--- config.mk ---
export PLATFORM = sky130hd
export DESIGN_NAME = coil_pwm_driver
export DESIGN_NICKNAME = d
export VERILOG_FILES = /design/src/rtl/coil_pwm_driver.sv
export SDC_FILE = /design/constraint.sdc
export NUM_CORES = 1
export LEC_CHECK = 0
export ABC_AREA = 1
export ABC_CLOCK_PERIOD_IN_PS = 3100
export BUFFER_PORTS_ARGS = -buffer_cell sky130_fd_sc_hd__buf_2
export CAP_MARGIN = 10
export CORE_MARGIN = 2
export CORE_UTILIZATION = 38
export CTS_BUF_LIST = sky130_fd_sc_hd__clkbuf_8 sky130_fd_sc_hd__clkbuf_16
export DETAILED_ROUTE_END_ITERATION = 8
export GPL_ROUTABILITY_DRIVEN = 0
export MAX_ROUTING_LAYER = met4
export PLACE_DENSITY = 0.61
export REMOVE_ABC_BUFFERS = 1
export SKIP_CTS_REPAIR_TIMING = 1
export SLEW_MARGIN = 20
export SYNTH_ARGS = -nofsm -noshare
export SYNTH_HDL_FRONTEND = slang
export SYNTH_SLANG_ARGS = --single-unit
--- constraint.sdc ---
create_clock -name clk -period 3.1 [get_ports clk]
set_input_delay 0.155 -clock clk [delete_from_list [all_inputs] [get_ports clk]]
set_output_delay 0.155 -clock clk [all_outputs]
set_load 0.05 [all_outputs]
--- src/rtl/coil_pwm_driver.sv ---
// -----------------------------------------------------------------------------
// coil_pwm_driver
//
// Four-channel PWM generator for a stepper motor's coil drivers.
// A prescaler divides clk down to PWM ticks. An 8-bit period counter advances
// once per tick, so one PWM period is 256*PRESC_DIV clk cycles. The duty inputs
// are captured into shadow registers only at period boundaries (load events),
// so the stepper state machine can change them at any time without glitching
// the current period.
//
// Coils A/C and B/D are opposing windings. If a load captures a nonzero duty
// for both coils of a pair, that pair is held off for the whole period and the
// sticky fault flag is set. The other pair keeps running normally.
//
// Ports
//   clk              rising-edge system clock
//   rst              asynchronous, active-high reset
//   en               1 = run PWM, 0 = outputs low and counters idle
//   duty_a..duty_d   requested coil duty 0..255
//   pwm_a..pwm_d     registered coil drive outputs
//   period_start     one-clk pulse in the first cycle of each period (shadow load)
//   fault            sticky interlock fault flag
//   fault_clr        synchronous clear request for fault (a new violation wins)
// -----------------------------------------------------------------------------
module coil_pwm_driver #(
   parameter int PRESC_DIV = 4
) (
   input  logic       clk,
   input  logic       rst,
   input  logic       en,
   input  logic [7:0] duty_a,
   input  logic [7:0] duty_b,
   input  logic [7:0] duty_c,
   input  logic [7:0] duty_d,
   input  logic       fault_clr,
   output logic       pwm_a,
   output logic       pwm_b,
   output logic       pwm_c,
   output logic       pwm_d,
   output logic       period_start,
   output logic       fault
);

   localparam int PW = (PRESC_DIV > 2) ? $clog2(PRESC_DIV) : 1;

   logic [PW-1:0] presc_q,  presc_nxt;
   logic [7:0]    cnt_q,    cnt_nxt;
   logic [7:0]    shadow_a, shadow_a_nxt;
   logic [7:0]    shadow_b, shadow_b_nxt;
   logic [7:0]    shadow_c, shadow_c_nxt;
   logic [7:0]    shadow_d, shadow_d_nxt;
   logic          inh_ac,   inh_ac_nxt;
   logic          inh_bd,   inh_bd_nxt;
   logic          en_q;
   logic          tick;
   logic          load;
   logic          viol_ac;
   logic          viol_bd;
   logic          fault_nxt;
   logic          pwm_a_nxt, pwm_b_nxt, pwm_c_nxt, pwm_d_nxt;

   // A load happens on the first enabled edge after idle/reset, and on the
   // tick that wraps the period counter from 255 back to 0.
   always_comb begin
      tick    = en && (presc_q == PW'(PRESC_DIV - 1));
      load    = en && (!en_q || (tick && (cnt_q == 8'hFF)));
      viol_ac = load && (duty_a != 8'd0) && (duty_c != 8'd0);
      viol_bd = load && (duty_b != 8'd0) && (duty_d != 8'd0);
   end

   always_comb begin
      presc_nxt    = presc_q;
      cnt_nxt      = cnt_q;
      shadow_a_nxt = shadow_a;
      shadow_b_nxt = shadow_b;
      shadow_c_nxt = shadow_c;
      shadow_d_nxt = shadow_d;
      inh_ac_nxt   = inh_ac;
      inh_bd_nxt   = inh_bd;
      if (!en) begin
         presc_nxt    = '0;
         cnt_nxt      = '0;
         shadow_a_nxt = '0;
         shadow_b_nxt = '0;
         shadow_c_nxt = '0;
         shadow_d_nxt = '0;
         inh_ac_nxt   = 1'b0;
         inh_bd_nxt   = 1'b0;
      end else begin
         // A load edge is always a prescaler boundary: either the wrap tick
         // or the enable edge with the prescaler already idle at zero.
         if (tick || load) presc_nxt = '0;
         else              presc_nxt = presc_q + PW'(1);
         if (load)         cnt_nxt = '0;
         else if (tick)    cnt_nxt = cnt_q + 8'd1;
         if (load) begin
            shadow_a_nxt = duty_a;
            shadow_b_nxt = duty_b;
            shadow_c_nxt = duty_c;
            shadow_d_nxt = duty_d;
            inh_ac_nxt   = viol_ac;
            inh_bd_nxt   = viol_bd;
         end
      end
   end

   // Outputs are registered from the next-state counter/shadow values, so a
   // channel with nonzero duty rises in the same cycle as period_start.
   always_comb begin
      pwm_a_nxt = en && !inh_ac_nxt && (cnt_nxt < shadow_a_nxt);
      pwm_c_nxt = en && !inh_ac_nxt && (cnt_nxt < shadow_c_nxt);
      pwm_b_nxt = en && !inh_bd_nxt && (cnt_nxt < shadow_b_nxt);
      pwm_d_nxt = en && !inh_bd_nxt && (cnt_nxt < shadow_d_nxt);
      // A violation on the same edge as a clear request keeps the flag set.
      if (viol_ac || viol_bd) fault_nxt = 1'b1;
      else if (fault_clr)     fault_nxt = 1'b0;
      else                    fault_nxt = fault;
   end

   always_ff @(posedge clk or posedge rst) begin
      if (rst) begin
         presc_q      <= '0;
         cnt_q        <= '0;
         shadow_a     <= '0;
         shadow_b     <= '0;
         shadow_c     <= '0;
         shadow_d     <= '0;
         inh_ac       <= 1'b0;
         inh_bd       <= 1'b0;
         en_q         <= 1'b0;
         pwm_a        <= 1'b0;
         pwm_b        <= 1'b0;
         pwm_c        <= 1'b0;
         pwm_d        <= 1'b0;
         period_start <= 1'b0;
         fault        <= 1'b0;
      end else begin
         presc_q      <= presc_nxt;
         cnt_q        <= cnt_nxt;
         shadow_a     <= shadow_a_nxt;
         shadow_b     <= shadow_b_nxt;
         shadow_c     <= shadow_c_nxt;
         shadow_d     <= shadow_d_nxt;
         inh_ac       <= inh_ac_nxt;
         inh_bd       <= inh_bd_nxt;
         en_q         <= en;
         pwm_a        <= pwm_a_nxt;
         pwm_b        <= pwm_b_nxt;
         pwm_c        <= pwm_c_nxt;
         pwm_d        <= pwm_d_nxt;
         period_start <= load;
         fault        <= fault_nxt;
      end
   end

endmodule

# Word level (Yosys, flattened, before mapping)
# Index checks and enable logic that the tools add are counted.
# totals
ramBits	0
mem_count	0
input_bits	36
latchBits	0
reg_bits	51
output_inout_bits	6
rom_bits	0
# op_classes
n_mux	19
n_lt_le_gt_ge	4
div	0
n_eq_ne	2
reduce_logical	24
n_addsub	2
shifts	0
n_bitwise	0
multipliers	0
# ops
operator	n
8-bit two-way mux	11
8-bit < comparator	4
8-bit nonzero test	4
1-bit logical AND	13
8-bit by 1-bit adder with 8-bit output, second input constant	1
8-bit equality test, second input constant	1
1-bit two-way mux	6
2-bit two-way mux	2
1-bit logical NOT	3
1-bit logical OR	3
2-bit by 1-bit adder with 2-bit output, second input constant	1
2-bit equality test, second input constant	1
2-bit nonzero test	1

# Longest topological paths before layout
# Gate-level depths: netlist (run 1).
# depth
depth_word	12
mapped_depth	16
ltp_nobuf	15

# Worst setup path before layout (run 1)
# No wires, ideal clock.
# synth_timing
path_type	register -> register
start	register presc_q[0]
end	register pwm_c
setup_time_ps	78
t_arrival_ps	2351
stages_incl_launch_ff	14
required_time_ps	3022
path_slack_ps	672
synth_period_minus_slack_ps	2428
path_cell_list	dfrtp_1 > ha_1 > nand3_2 > nor2_2 > nand2_2 > nand2_4 > nor2_2 > buf_2 > o21ai_0 > a21oi_1 > ha_1 > a21oi_1 > o2111ai_1 > a21oi_1
# synth_via
elab_cells_between_ends	18
classes_between	order compare (1); eq/ne (1); mux (7); reduce/logical (9)
# synth_rtl
element	line	rtl
start, declared	46	logic [PW-1:0] presc_q, presc_nxt;
start signal, assigned	138	presc_q <= presc_nxt;
2-bit equality test (*)	65	tick = en && (presc_q == PW'(PRESC_DIV - 1));
1-bit logical AND (*)	65	
1-bit logical AND	66	load = en && (!en_q || (tick && (cnt_q == 8'hFF)));
1-bit logical OR	66	
1-bit logical AND	66	
8-bit two-way mux (*)	94	if (load) cnt_nxt = '0;
8-bit two-way mux (*)	80	if (!en) begin
named net cnt_nxt[5]	47	logic [7:0] cnt_q, cnt_nxt;
8-bit < comparator (*)	111	pwm_c_nxt = en && !inh_ac_nxt && (cnt_nxt < shadow_c_nxt);
1-bit logical AND (*)	111	
named net pwm_c_nxt	60	logic pwm_a_nxt, pwm_b_nxt, pwm_c_nxt, pwm_d_nxt;
end signal, assigned	149	pwm_c <= pwm_c_nxt;
end, declared	38	output logic pwm_c,
# Mark *: on every way through the listed nets, which the timed path passes. The rest lies on a longest branch.
# A chain may end at the register's enable or synchronous reset.

# Worst setup path after layout (run 1)
# layout_timing
start	register presc_q[0]
end	register pwm_a
# layout_via
elab_cells_between_ends	18
classes_between	order compare (1); eq/ne (1); mux (7); reduce/logical (9)
# layout_rtl
element	line	rtl
2-bit equality test	65	
1-bit logical AND	65	
1-bit logical AND	66	
1-bit logical OR	66	
1-bit logical AND	66	
8-bit two-way mux	96	if (load) begin
8-bit two-way mux	80	
named net shadow_a_nxt[7]	48	logic [7:0] shadow_a, shadow_a_nxt;
8-bit < comparator	110	pwm_a_nxt = en && !inh_ac_nxt && (cnt_nxt < shadow_a_nxt);
1-bit logical AND	110	
named net pwm_a_nxt	60	
end signal, assigned	147	pwm_a <= pwm_a_nxt;
end, declared	36	output logic pwm_a,
# The timed path passes the listed nets, and every way through them passes these cells.

==> results.md, run 1 <==
Pwr:
- Power spread over the standard cell area amounts to 393.5 mW/mm^2.
- The overall power consumption is 1.308 mW.
- The maximum VDD drop is 0.2448 mV.
- In this run the static leakage power is 1.868 nW.

Synthesis:
- The unique cell type count in the Yosys netlist is 24.
- In this run the mean area of a mapped cell was 8.287 um^2.
- The warning count from the yosys run is 0.
- In this run, synthesis produced a sequential element count of 51.
- The synthesized netlist occupies a cell area of 0.002900 mm^2.
- Of the synthesized area, sequential elements account for 0.4400.
- The cell count after synthesis came out at 350.

Route:
- The met2 layer wire length in the routed design is 2964 um.
- The detailed-route wire length per cell is 12.66 um.
- After the first detailed-routing iteration, the DRC count stood at 121.
- The first detailed-routing pass took 4 iterations.
- The uppermost signal routing layer after detailed routing is met4.
- The met3 routed wirelength is 190 um.
- In the routed design, unresolved DRC markers number 0.
- The routed design has 6269 um of wire.
- The detailed router put a total of 3058 um of wire on met1.
- The via count normalized by instance count is 4.687.
- The vias after detailed routing is 2,320.
- The post-route antenna net violation count is 0.

Cells and area:
- The post-layout utilization of the core is 0.4533.
- In the final layout, the share of cells above drive strength 1 is 0.1566.
- Fill cells in the final layout number 783.
- The number of antenna repair diodes is 0.
- The layout overhead on the synthesized area is 14.58%.
- The number of nets in the finished design is 462.
- The sequential cell area in the final layout is 0.001276 mm^2.
- Summing all multi-input logic gate instances after layout gives 0.001254 mm^2.

Clock tree:
- The TritonCTS sink count is 51.
- The clock transition at the register clock pins on the worst setup and hold paths after CTS is 0.09 ns.
- The H-tree was split into 2 levels.
- The TritonCTS clock tree is yes.
- The tree is rooted in a clkbuf_8.
- The number of buffers on the longest clock path is 2.
- Clock latency on the worst-skew pair, taken at its later pin, is 0.30 ns.
- The total clock buffers created by CTS is 5.

STA:
- The number of endpoints with negative hold slack in the final report was 18.
- The post-route fraction of the period consumed by the critical path is 0.9013.
- The number of max-slew violations in the final report was 0.
- Summed over all failing endpoints, the final setup total negative slack is 0 ns.
- The clock arrives with 0.005818 ns of skew.
- On the final layout, the worst hold slack is -0.02139 ns.
- Setup violations remaining at the end of the flow were counted as 0.
- The slew at the pin with the worst max-slew slack is 0.8712 ns.
- Setup repair after global routing left no endpoint under its margin.
- Counting I/O delays and the setup requirement, the final critical path takes 2.794 ns.
- Based on the critical path, the design can be clocked at up to 357.9 MHz.
- The max-slew headroom at the worst pin is 0.4192.

Setup path:
- The worst register-to-register path has a depth of 14.
- STA classifies the critical path endpoint as a flop.
- The data arrival at the endpoint of the critical path is 3.01 ns.
- The critical path launch point type is a flop.
- The startpoint of the worst register-to-register path is presc_q[0].
- The terminus of the critical flop-to-flop path is pwm_a.
- Of all nets on the critical path, the largest fanout is 15.
- The worst endpoint required time is 3.32 ns.
- The critical path is of the reg2reg type.
- The worst-case register-to-register setup slack is 0.31 ns.
- The origin of the worst setup path is presc_q[0].

Outcome:
- The flow ran to the end, but the final reports show violations.
- The checks that failed: negative hold slack.

GRT:
- In the global route stage, overall resource usage came out at 0.1691.
- Entering global routing, the biggest net connects 52 pins.
- The initial antenna violation count is 0.
- The first global-routing pass estimated 10,980 um of wire.
- For this run the aggregate overflow at the end of global routing stands at 0.
- The number of global-route vias before repair is 2,282.

Floorplanning:
- The horizontal extent of the die is 91.37 um.
- In this run the core area contains 31 standard-cell rows.
- The die covers 0.008348 mm^2.
- The y dimension of the die is 91.37 um.
- The total I/O pin count is 42.
- The floorplan core area is 0.007331 mm^2.
- For this configuration, the core starts out at a cell density of 0.3956.

Place:
- The number of port buffers is 41.
- The post-detailed-placement half-perimeter wirelength is 4883 um.

Worst hold path:
- The class of the worst hold path is in2async.

Run:
- Max-cap violations in this run came to 0.
power breakdown:
part | internal, mW | switching [mW] | total [mW]
combinational | 0.0715 | 0.140 | 0.211
sequential | 0.698 | 0.0104 | 0.709
clock | 0.176 | 0.212 | 0.387
total | 0.945 | 0.362 | 1.31
synthesized netlist by cell type:
cell type / n / area (um^2)
nor2_1: 23 / 86.33
nand2_4: 1 / 11.26
xnor2_1: 3 / 26.28
inv_2: 2 / 7.510
clkbuf_1: 3 / 11.26
o21a_1: 14 / 105.1
nor2_2: 2 / 12.51
xor2_1: 3 / 26.28
ha_1: 30 / 375.4
o22ai_1: 15 / 93.84
o211ai_1: 1 / 7.510
o2111ai_1: 4 / 35.03
dfrtp_1: 51 / 1276
inv_1: 88 / 330.3
nand2_1: 64 / 240.2
a21oi_1: 18 / 90.09
buf_6: 1 / 11.26
nand3_1: 8 / 40.04
nand2_2: 2 / 12.51
nand3_2: 1 / 10.01
buf_2: 3 / 15.01
nor3_1: 3 / 15.01
nand4_1: 9 / 56.30
o21ai_0: 1 / 5.000
layout make-up:
| cell class | instances | area share |
|---|---|---|
| inverter | 90 | 0.1020 |
| clock buffer | 6 | 0.02485 |
| tap | 99 | 0.03727 |
| timing repair buffer | 46 | 0.07304 |
| clock inverter | 1 | 0.001506 |
| multi-input combinational | 202 | 0.3773 |
| sequential | 51 | 0.3840 |
cells by family after synthesis:
| kind of cell | count (synthesis) | synth area share |
|---|---|---|
| xor+xnor | 6 | 0.01812 |
| fa+ha+maj | 30 | 0.1294 |
| flops | 51 | 0.4400 |
| buf+inv | 97 | 0.1294 |
| compound gates | 53 | 0.1160 |
| simple gates | 113 | 0.1669 |
layout by cell type (no fill, tap or decap):
master	netlist	final
inv_1	88	87
nand4_1	9	9
nor3_1	3	3
nor2_1	23	23
o22ai_1	15	15
o211ai_1	1	1
a21oi_1	18	18
nand3_2	1	1
o21a_1	14	14
buf_4	0	5
nand3_1	8	8
o21ai_0	1	1
buf_2	3	41
nor2_2	2	2
ha_1	30	30
dfrtp_1	51	51
nand2_2	2	1
nand2_4	1	2
xor2_1	3	3
o2111ai_1	4	4
inv_2	2	2
clkinv_2	0	2
nand2_1	64	64
clkbuf_8	0	6
xnor2_1	3	3
worst max-delay path by stage:
stage	endpoint	slack (ns)	cells past startpoint
after global routing	pwm_a	0.003	14
after CTS	pwm_a	0.28	12
after floorplan	pwm_a	0.44	12
after detailed placement	pwm_a	0.31	12
after global placement	pwm_a	0.36	12
final	pwm_a	0.31	14
through the flow:
stage	area (um^2)	hold WS (ns)	std cells	worst slack (ns)
4_1_cts	3317	0.03663	495	0.2801
3_3_place_gp	3229	0.3703	488	0.3554
3_5_place_dp	3229	0.3788	488	0.3141
2_1_floorplan	2863	0.1864	343	0.4388
5_1_grt	3323	0.04340	495	0.003170
6_report	3323	-0.02139	495	0.3060
worst max-delay path, stage by stage (launching register included):
cell       delay [ns]
dfrtp_1          0.36
ha_1             0.26
nand3_2          0.13
nor2_2           0.15
nand2_2          0.12
nand2_4          0.12
nor2_2           0.05
inv_1            0.37
buf_4            0.26
o22ai_1          0.11
inv_1            0.09
ha_1             0.24
a21oi_1          0.14
o2111ai_1        0.12
a21oi_1          0.17
flip-flops by register name, indices dropped and copies added (netlist names), 2 cells and up:
register  cells
shadow_d      8
presc_q       2
cnt_q         8
shadow_b      8
shadow_a      8
shadow_c      8
metal layers:
metal  up-vias  global-route usage
met4         0             0.04167
met3         7             0.02656
met5         -                   -
met1      1079              0.2358
li1       1196                   -
met2        38              0.2593
(Power assumes the default switching activity.)
==> run 2: changes to the inputs <==
--- a/config.mk
+++ b/config.mk
@@ -16,6 +16,7 @@
 export GPL_ROUTABILITY_DRIVEN = 0
 export MAX_ROUTING_LAYER = met4
 export PLACE_DENSITY = 0.61
+export RECOVER_POWER = 25
 export REMOVE_ABC_BUFFERS = 1
 export SKIP_CTS_REPAIR_TIMING = 1
 export SLEW_MARGIN = 20
==> results.md, run 2 (synthesized netlist as in run 1, its figures left out) <==
Outcome:
- The run finished, with violations left.
- The checks that failed: max-capacitance violations, max-slew violations.

Clock tree:
- The H-tree level count was 2 (unchanged).
- The TritonCTS clock tree is yes.
- The total clock buffers created by CTS came to 5 (unchanged).
- The tree is rooted in a clkbuf_8.
- The clock transition at the register clock pins on the worst setup and hold paths after CTS was 0.09 ns (about the same).
- The TritonCTS sink count was 51 (unchanged).
- The clock latency on the worst-skew pair is 0.30 ns (about the same).
- The number of buffers on the longest clock path is 2 (unchanged).

Floorplanning:
- The y dimension of the die was 91.37 um (unchanged).
- The total I/O pin count is 42 (unchanged).
- The horizontal extent of the die is 91.37 um (unchanged).
- The floorplan die area is 0.008348 mm^2 (unchanged).
- The starting utilization of the core area was 0.3956 (unchanged).
- The floorplan core area is 0.007331 mm^2 (unchanged).
- The number of placement rows is 31 (unchanged).

GRT:
- The initial antenna violation count came to 0 (unchanged).
- The number of global-route vias before repair came to 2,282 (unchanged).
- The maximum number of pins on one net before global-route repair came to 52 (unchanged).
- The leftover overflow at the end of global routing is 0 (unchanged).
- The total routing resource utilization after global routing was 0.1691 (unchanged).
- The wire length of the first global-routing pass is 10,980 um (unchanged).

Pwr:
- The maximum VDD drop was 0.2448 mV (about the same).
- The power density normalized to cell area is 393.5 mW/mm^2 (about the same).
- The leakage power of the design came to 1.864 nW (-0.21%).

Route:
- The via count normalized by instance count is 4.687 (unchanged).
- The routed wire length was 6270 um (about the same).
- The count of unresolved DRC violations after routing is 0 (unchanged).
- The vias after detailed routing is 2,320 (unchanged).
- The number of iterations in the first detailed-routing pass came to 4 (unchanged).
- The post-route antenna net violation count is 0 (unchanged).
- The count of routing violations after the opening detailed-route iteration is 121 (unchanged).
- The detailed-route wire length per cell is 12.67 um (about the same).

Setup path:
- The category of the worst setup path capture point is a flop.
- The worst endpoint required time was 3.32 ns (about the same).
- The signal on the critical path passes through ha_1 -> nand3_2 -> nor2_2 -> nand2_2 -> nand2_4 -> nor2_2 -> inv_1 -> buf_4 -> o22ai_1 -> inv_1 -> ha_1 -> a21oi_1 -> o2111ai_1 -> a21oi_1.
- The peak fanout along the critical path is 15 (unchanged).
- The count of cells along the worst register-to-register path is 14 (unchanged).
- The startpoint identified for the worst register-to-register timing path is presc_q[0].
- The data arrival at the endpoint of the critical path is 3.01 ns (about the same).
- The largest individual stage delay along the critical path comes from the cell inv_1.
- The critical path launch point type is a flop.
- The classification of the worst setup path is reg2reg.
- The worst-case register-to-register setup slack was 0.31 ns (about the same).
- The terminus of the critical flop-to-flop path is pwm_a.
- The longest individual stage delay on the worst path is 0.37 ns (about the same).

Place:
- The worst-case setup slack after placement is 0.3141 ns (unchanged).
- The cell total after placement is 488 (unchanged).
- The number of port buffers is 41 (unchanged).
- The post-detailed-placement half-perimeter wirelength is 4883 um (unchanged).

STA:
- The post-route fraction of the period consumed by the critical path is 0.9013 (unchanged).
- The final worst clock skew was 0.005818 ns (unchanged).
- The final-layout worst hold slack is 0.04324 ns (+0.06464 ns).
- The number of endpoints with negative hold slack in the final report is 0 (-18).
- The final worst setup slack is 0.3060 ns (unchanged).
- The aggregate negative setup slack came to 0 ns (unchanged).
- The setup violation total in the final timing report is 0 (unchanged).
- The max-slew headroom at the worst pin is -0.4741 (-0.8933).
- The maximum clock frequency is 357.9 MHz (unchanged).
- The post-layout minimum cycle time came to 2.794 ns (unchanged).
- The number of max-slew violations in the final report came to 52 (+52).
- The slew at the pin with the worst max-slew slack was 2.199 ns (+1.328 ns).
- Setup repair after global routing left no endpoint under its margin.

Cells and area:
- The layout overhead on the synthesized area is 14.58% (unchanged).
- The number of filler cells placed in the layout was 783 (unchanged).
- The number of antenna repair diodes came to 0 (unchanged).
- The number of nets in the finished design is 462 (unchanged).
- The multi-input logic area is 0.001254 mm^2 (unchanged).
- Leaving out fill and tap cells, the most frequent cell in the layout is inv_1.
- The post-layout utilization of the core is 0.4533 (unchanged).
- The non-filler instance count after layout is 495 (unchanged).
- Leaving out fill and tap cells, the most frequent cells in the layout are 87 x inv_1, 64 x nand2_1, 51 x dfrtp_1.
- The sequential cell area in the final layout is 0.001276 mm^2 (unchanged).
- The ratio of cells with drive above 1 in the final layout was 0.1566 (unchanged).

Worst hold path:
- For hold timing, the worst endpoint is fault.
- The class of the worst hold path is in2reg.
- The worst hold path depth is 2.
- The worst hold path begins at fault_clr.

Run:
- The number of max-cap violations came to 1 (+1).
## run 2: metal layers
layer | part of all wire | GRT usage | wire length (um)
met5 | 0 | - | 0
met4 | 0.0089 | 0.04167 | 56
met3 | 0.030 | 0.02656 | 190
met2 | 0.47 | 0.2593 | 2964
met1 | 0.49 | 0.2358 | 3059
## run 2: how the worst max path moves through the flow
stage | to | depth (start not counted) | slack, ns | start
5_1_grt | pwm_a | 14 | 0.003 | presc_q[0]
6_report | pwm_a | 14 | 0.31 | presc_q[0]
2_1_floorplan | pwm_a | 12 | 0.44 | presc_q[0]
4_1_cts | pwm_a | 12 | 0.28 | presc_q[0]
3_5_place_dp | pwm_a | 12 | 0.31 | presc_q[0]
3_3_place_gp | pwm_a | 12 | 0.36 | presc_q[0]
## run 2: layout make-up
type / instances / area share
multi-input combinational: 202 / 0.3773
clock inverter: 1 / 0.001506
tap: 99 / 0.03727
inverter: 90 / 0.1020
clock buffer: 6 / 0.02485
timing repair buffer: 46 / 0.07304
sequential: 51 / 0.3840
## run 2: power by group
group	leakage, nW	total (mW)	internal, mW	switching [mW]
Clock	0.0470	0.387	0.176	0.212
Sequential	0.678	0.709	0.699	0.0104
Combinational	1.14	0.211	0.0714	0.140
Total	1.86	1.31	0.946	0.362
## run 2: worst max-delay path, delay by kind of cell, from the launching register on
kind | cells | cell delay, ns
fa+ha+maj | 2 | 0.50
compound gates | 4 | 0.54
buf+inv | 3 | 0.72
simple gates | 5 | 0.57
flops | 1 | 0.36
## run 2: per-stage QoR
| step | power [mW] | cell area (um^2) |
|---|---|---|
| CTS | 1.326 | 3317 |
| global route | 1.388 | 3323 |
| global placement | 0.9322 | 3229 |
| detailed placement | 0.9364 | 3229 |
| floorplan | 0.8602 | 2863 |
| finish | 1.308 | 3323 |
==> run 3: changes to the inputs <==
--- a/config.mk
+++ b/config.mk
@@ -17,7 +17,6 @@
 export MAX_ROUTING_LAYER = met4
 export PLACE_DENSITY = 0.61
 export RECOVER_POWER = 25
-export REMOVE_ABC_BUFFERS = 1
 export SKIP_CTS_REPAIR_TIMING = 1
 export SLEW_MARGIN = 20
 export SYNTH_ARGS = -nofsm -noshare
==> constraint.sdc (replaced) <==
create_clock -name clk -period 3.1 [get_ports clk]
set_input_delay 0.465 -clock clk [delete_from_list [all_inputs] [get_ports clk]]
set_output_delay 0.465 -clock clk [all_outputs]
set_load 0.05 [all_outputs]
==> results.md, run 3 (synthesized netlist as in run 1, its figures left out) <==
Outcome:
- The run finished, with violations left.
- The checks that failed: max-capacitance violations, max-slew violations.

STA:
- The post-layout minimum cycle time came to 2.781 ns (-0.01311 ns).
- The aggregate negative setup slack is 0 ns (unchanged).
- The max-slew headroom at the worst pin is -0.4785 (-0.004419).
- The final worst clock skew came to 0.006292 ns (+0.0004741 ns).
- The slew at the pin with the worst max-slew slack is 2.206 ns (+0.006592 ns).
- Setup repair after global routing left no endpoint under its margin.
- The number of max-slew violations in the final report came to 52 (unchanged).
- The maximum clock frequency came to 359.6 MHz (+0.47%).
- The setup violation total in the final timing report came to 0 (unchanged).
- The post-route fraction of the period consumed by the critical path is 0.8971 (-0.004230).
- The number of endpoints with negative hold slack in the final report came to 0 (unchanged).

Setup path:
- The capture point of the critical path is pwm_b.
- The worst endpoint required time is 3.33 ns (about the same).
- The data arrival at the endpoint of the critical path is 3.01 ns (about the same).
- The peak fanout along the critical path is 15 (unchanged).
- The classification of the worst setup path is reg2reg.
- STA classifies the critical path startpoint as a flop.
- The origin of the worst setup path is presc_q[0].
- The category of the worst setup path capture point is a flop.
- The startpoint of the worst register-to-register path is presc_q[0].
- The worst-case register-to-register setup slack came to 0.32 ns (about the same).
- The endpoint identified for the worst register-to-register timing path is pwm_b.
- The count of cells along the worst register-to-register path is 14 (unchanged).

Clock tree:
- The total clock buffers created by CTS came to 5 (unchanged).
- The H-tree level count came to 2 (unchanged).
- TritonCTS built the clock tree.
- The root buffer selected by CTS is clkbuf_8.
- The clock transition at the register clock pins on the worst setup and hold paths after CTS is 0.09 ns (about the same).
- The number of buffers on the longest clock path is 2 (unchanged).
- The clock latency on the worst-skew pair was 0.31 ns (about the same).
- The TritonCTS sink count came to 51 (unchanged).

Floorplanning:
- The y dimension of the die is 91.37 um (unchanged).
- The total I/O pin count is 42 (unchanged).
- The starting utilization of the core area is 0.3956 (unchanged).
- The floorplan core area is 0.007331 mm^2 (unchanged).
- The horizontal extent of the die is 91.37 um (unchanged).
- The number of placement rows is 31 (unchanged).
- The floorplan die area is 0.008348 mm^2 (unchanged).

Synthesis:
- The number of nets in the synthesized netlist is 416.

GRT:
- The number of global-route vias before repair came to 2,306 (+1.1%).
- The wire length of the first global-routing pass is 10,840 um (-1.3%).
- The leftover overflow at the end of global routing came to 0 (unchanged).
- The maximum number of pins on one net before global-route repair is 52 (unchanged).
- The initial antenna violation count is 0 (unchanged).
- The total routing resource utilization after global routing is 0.1688 (-0.0003016).

Cells and area:
- The layout overhead on the synthesized area is 14.58% (unchanged).
- The number of filler cells placed in the layout is 745 (-4.9%).
- The ratio of cells with drive above 1 in the final layout is 0.1540 (-0.002525).
- The most common cell after layout, fill and taps aside is inv_1.
- The library cells used most frequently in the layout, excluding fill and tap cells, are 88 x inv_1, 64 x nand2_1, 51 x dfrtp_1.
- The post-layout utilization of the core was 0.4533 (unchanged).
- The number of antenna repair diodes is 0 (unchanged).
- The number of nets in the finished design is 461 (-0.22%).

Route:
- The number of iterations in the first detailed-routing pass is 4 (unchanged).
- The via count normalized by instance count is 4.596 (-1.9%).
- The count of unresolved DRC violations after routing is 0 (unchanged).
- The vias after detailed routing was 2,275 (-1.9%).
- The count of routing violations after the opening detailed-route iteration is 99 (-18%).
- The routed wire length came to 6295 um (+0.40%).
- The detailed-route wire length per cell is 12.72 um (+0.40%).
- The post-route antenna net violation count is 0 (unchanged).

Run:
- The number of max-cap violations was 1 (unchanged).

Worst hold path:
- The startpoint identified for the worst hold timing path is fault_clr.
- The class of the worst hold path is in2reg.

Pwr:
- The power density normalized to cell area is 403.4 mW/mm^2 (+2.5%).
- The leakage power of the design came to 1.863 nW (about the same).
- The maximum VDD drop was 0.2199 mV (-10%).

Place:
- The number of port buffers is 41 (unchanged).
- The post-detailed-placement half-perimeter wirelength is 4847 um (-0.74%).
==> run 3: cell count changes in the layout (fill, tap and decap cells not counted), sizes merged <==
cell	before	now
buf	46	45
clkinv	1	0
clkbuf	6	7
inv	89	90
==> run 3: stage by stage <==
step	hold WS (ns)	std cells	area, um^2	worst slack, ns	total power [mW]
after global placement	0.4298	487	3222	0.3405	0.9330
final	0.3510	495	3323	0.3191	1.341
after detailed placement	0.4388	487	3222	0.3058	0.9364
after floorplan	0.4192	350	2900	0.6715	0.8656
after global routing	0.3409	495	3323	0.01881	1.412
after CTS	0.3492	495	3322	0.2710	1.356
==> run 3: final cells by class <==
class / count / area (um^2) / area share
inverters: 90 / 339.1 / 0.1020
well taps: 99 / 123.9 / 0.03727
repair buffers: 45 / 235.2 / 0.07078
multi-input cells: 202 / 1249 / 0.3758
clock inverters: 1 / 3.754 / 0.001130
flip-flops and latches: 51 / 1276 / 0.3840
clock buffers: 7 / 96.34 / 0.02899
==> run 3: worst min path at each step <==
stage / cells past startpoint / endpoint
after CTS: 2 / fault
after global routing: 2 / fault
after global placement: 1 / presc_q[0]
after detailed placement: 1 / presc_q[0]
final: 2 / fault
after floorplan: 1 / presc_q[0]
==> run 3: power by group <==
| group | internal [mW] | switching, mW |
|---|---|---|
| clock network | 0.201 | 0.219 |
| logic | 0.0713 | 0.140 |
| registers | 0.699 | 0.0108 |
| total | 0.971 | 0.370 |
==> run 3: metal layers <==
layer	global-route usage	wire, um
met1	0.2265	3201
met2	0.2623	2755
met3	0.02656	205
met4	0.05556	132
met5	-	0
==> run 3: critical path, stage by stage, from the launching register on <==
cell and delay [ns]:
dfrtp_1 0.39, ha_1 0.27, nand3_2 0.13, nor2_2 0.06, nand2_2 0.12, nand2_4 0.10, nor2_2 0.13, inv_1 0.23
a21oi_1 0.52, ha_1 0.34, nand2_1 0.06, nand2_1 0.06, nand2_1 0.06, nand2_1 0.06, a21oi_1 0.17
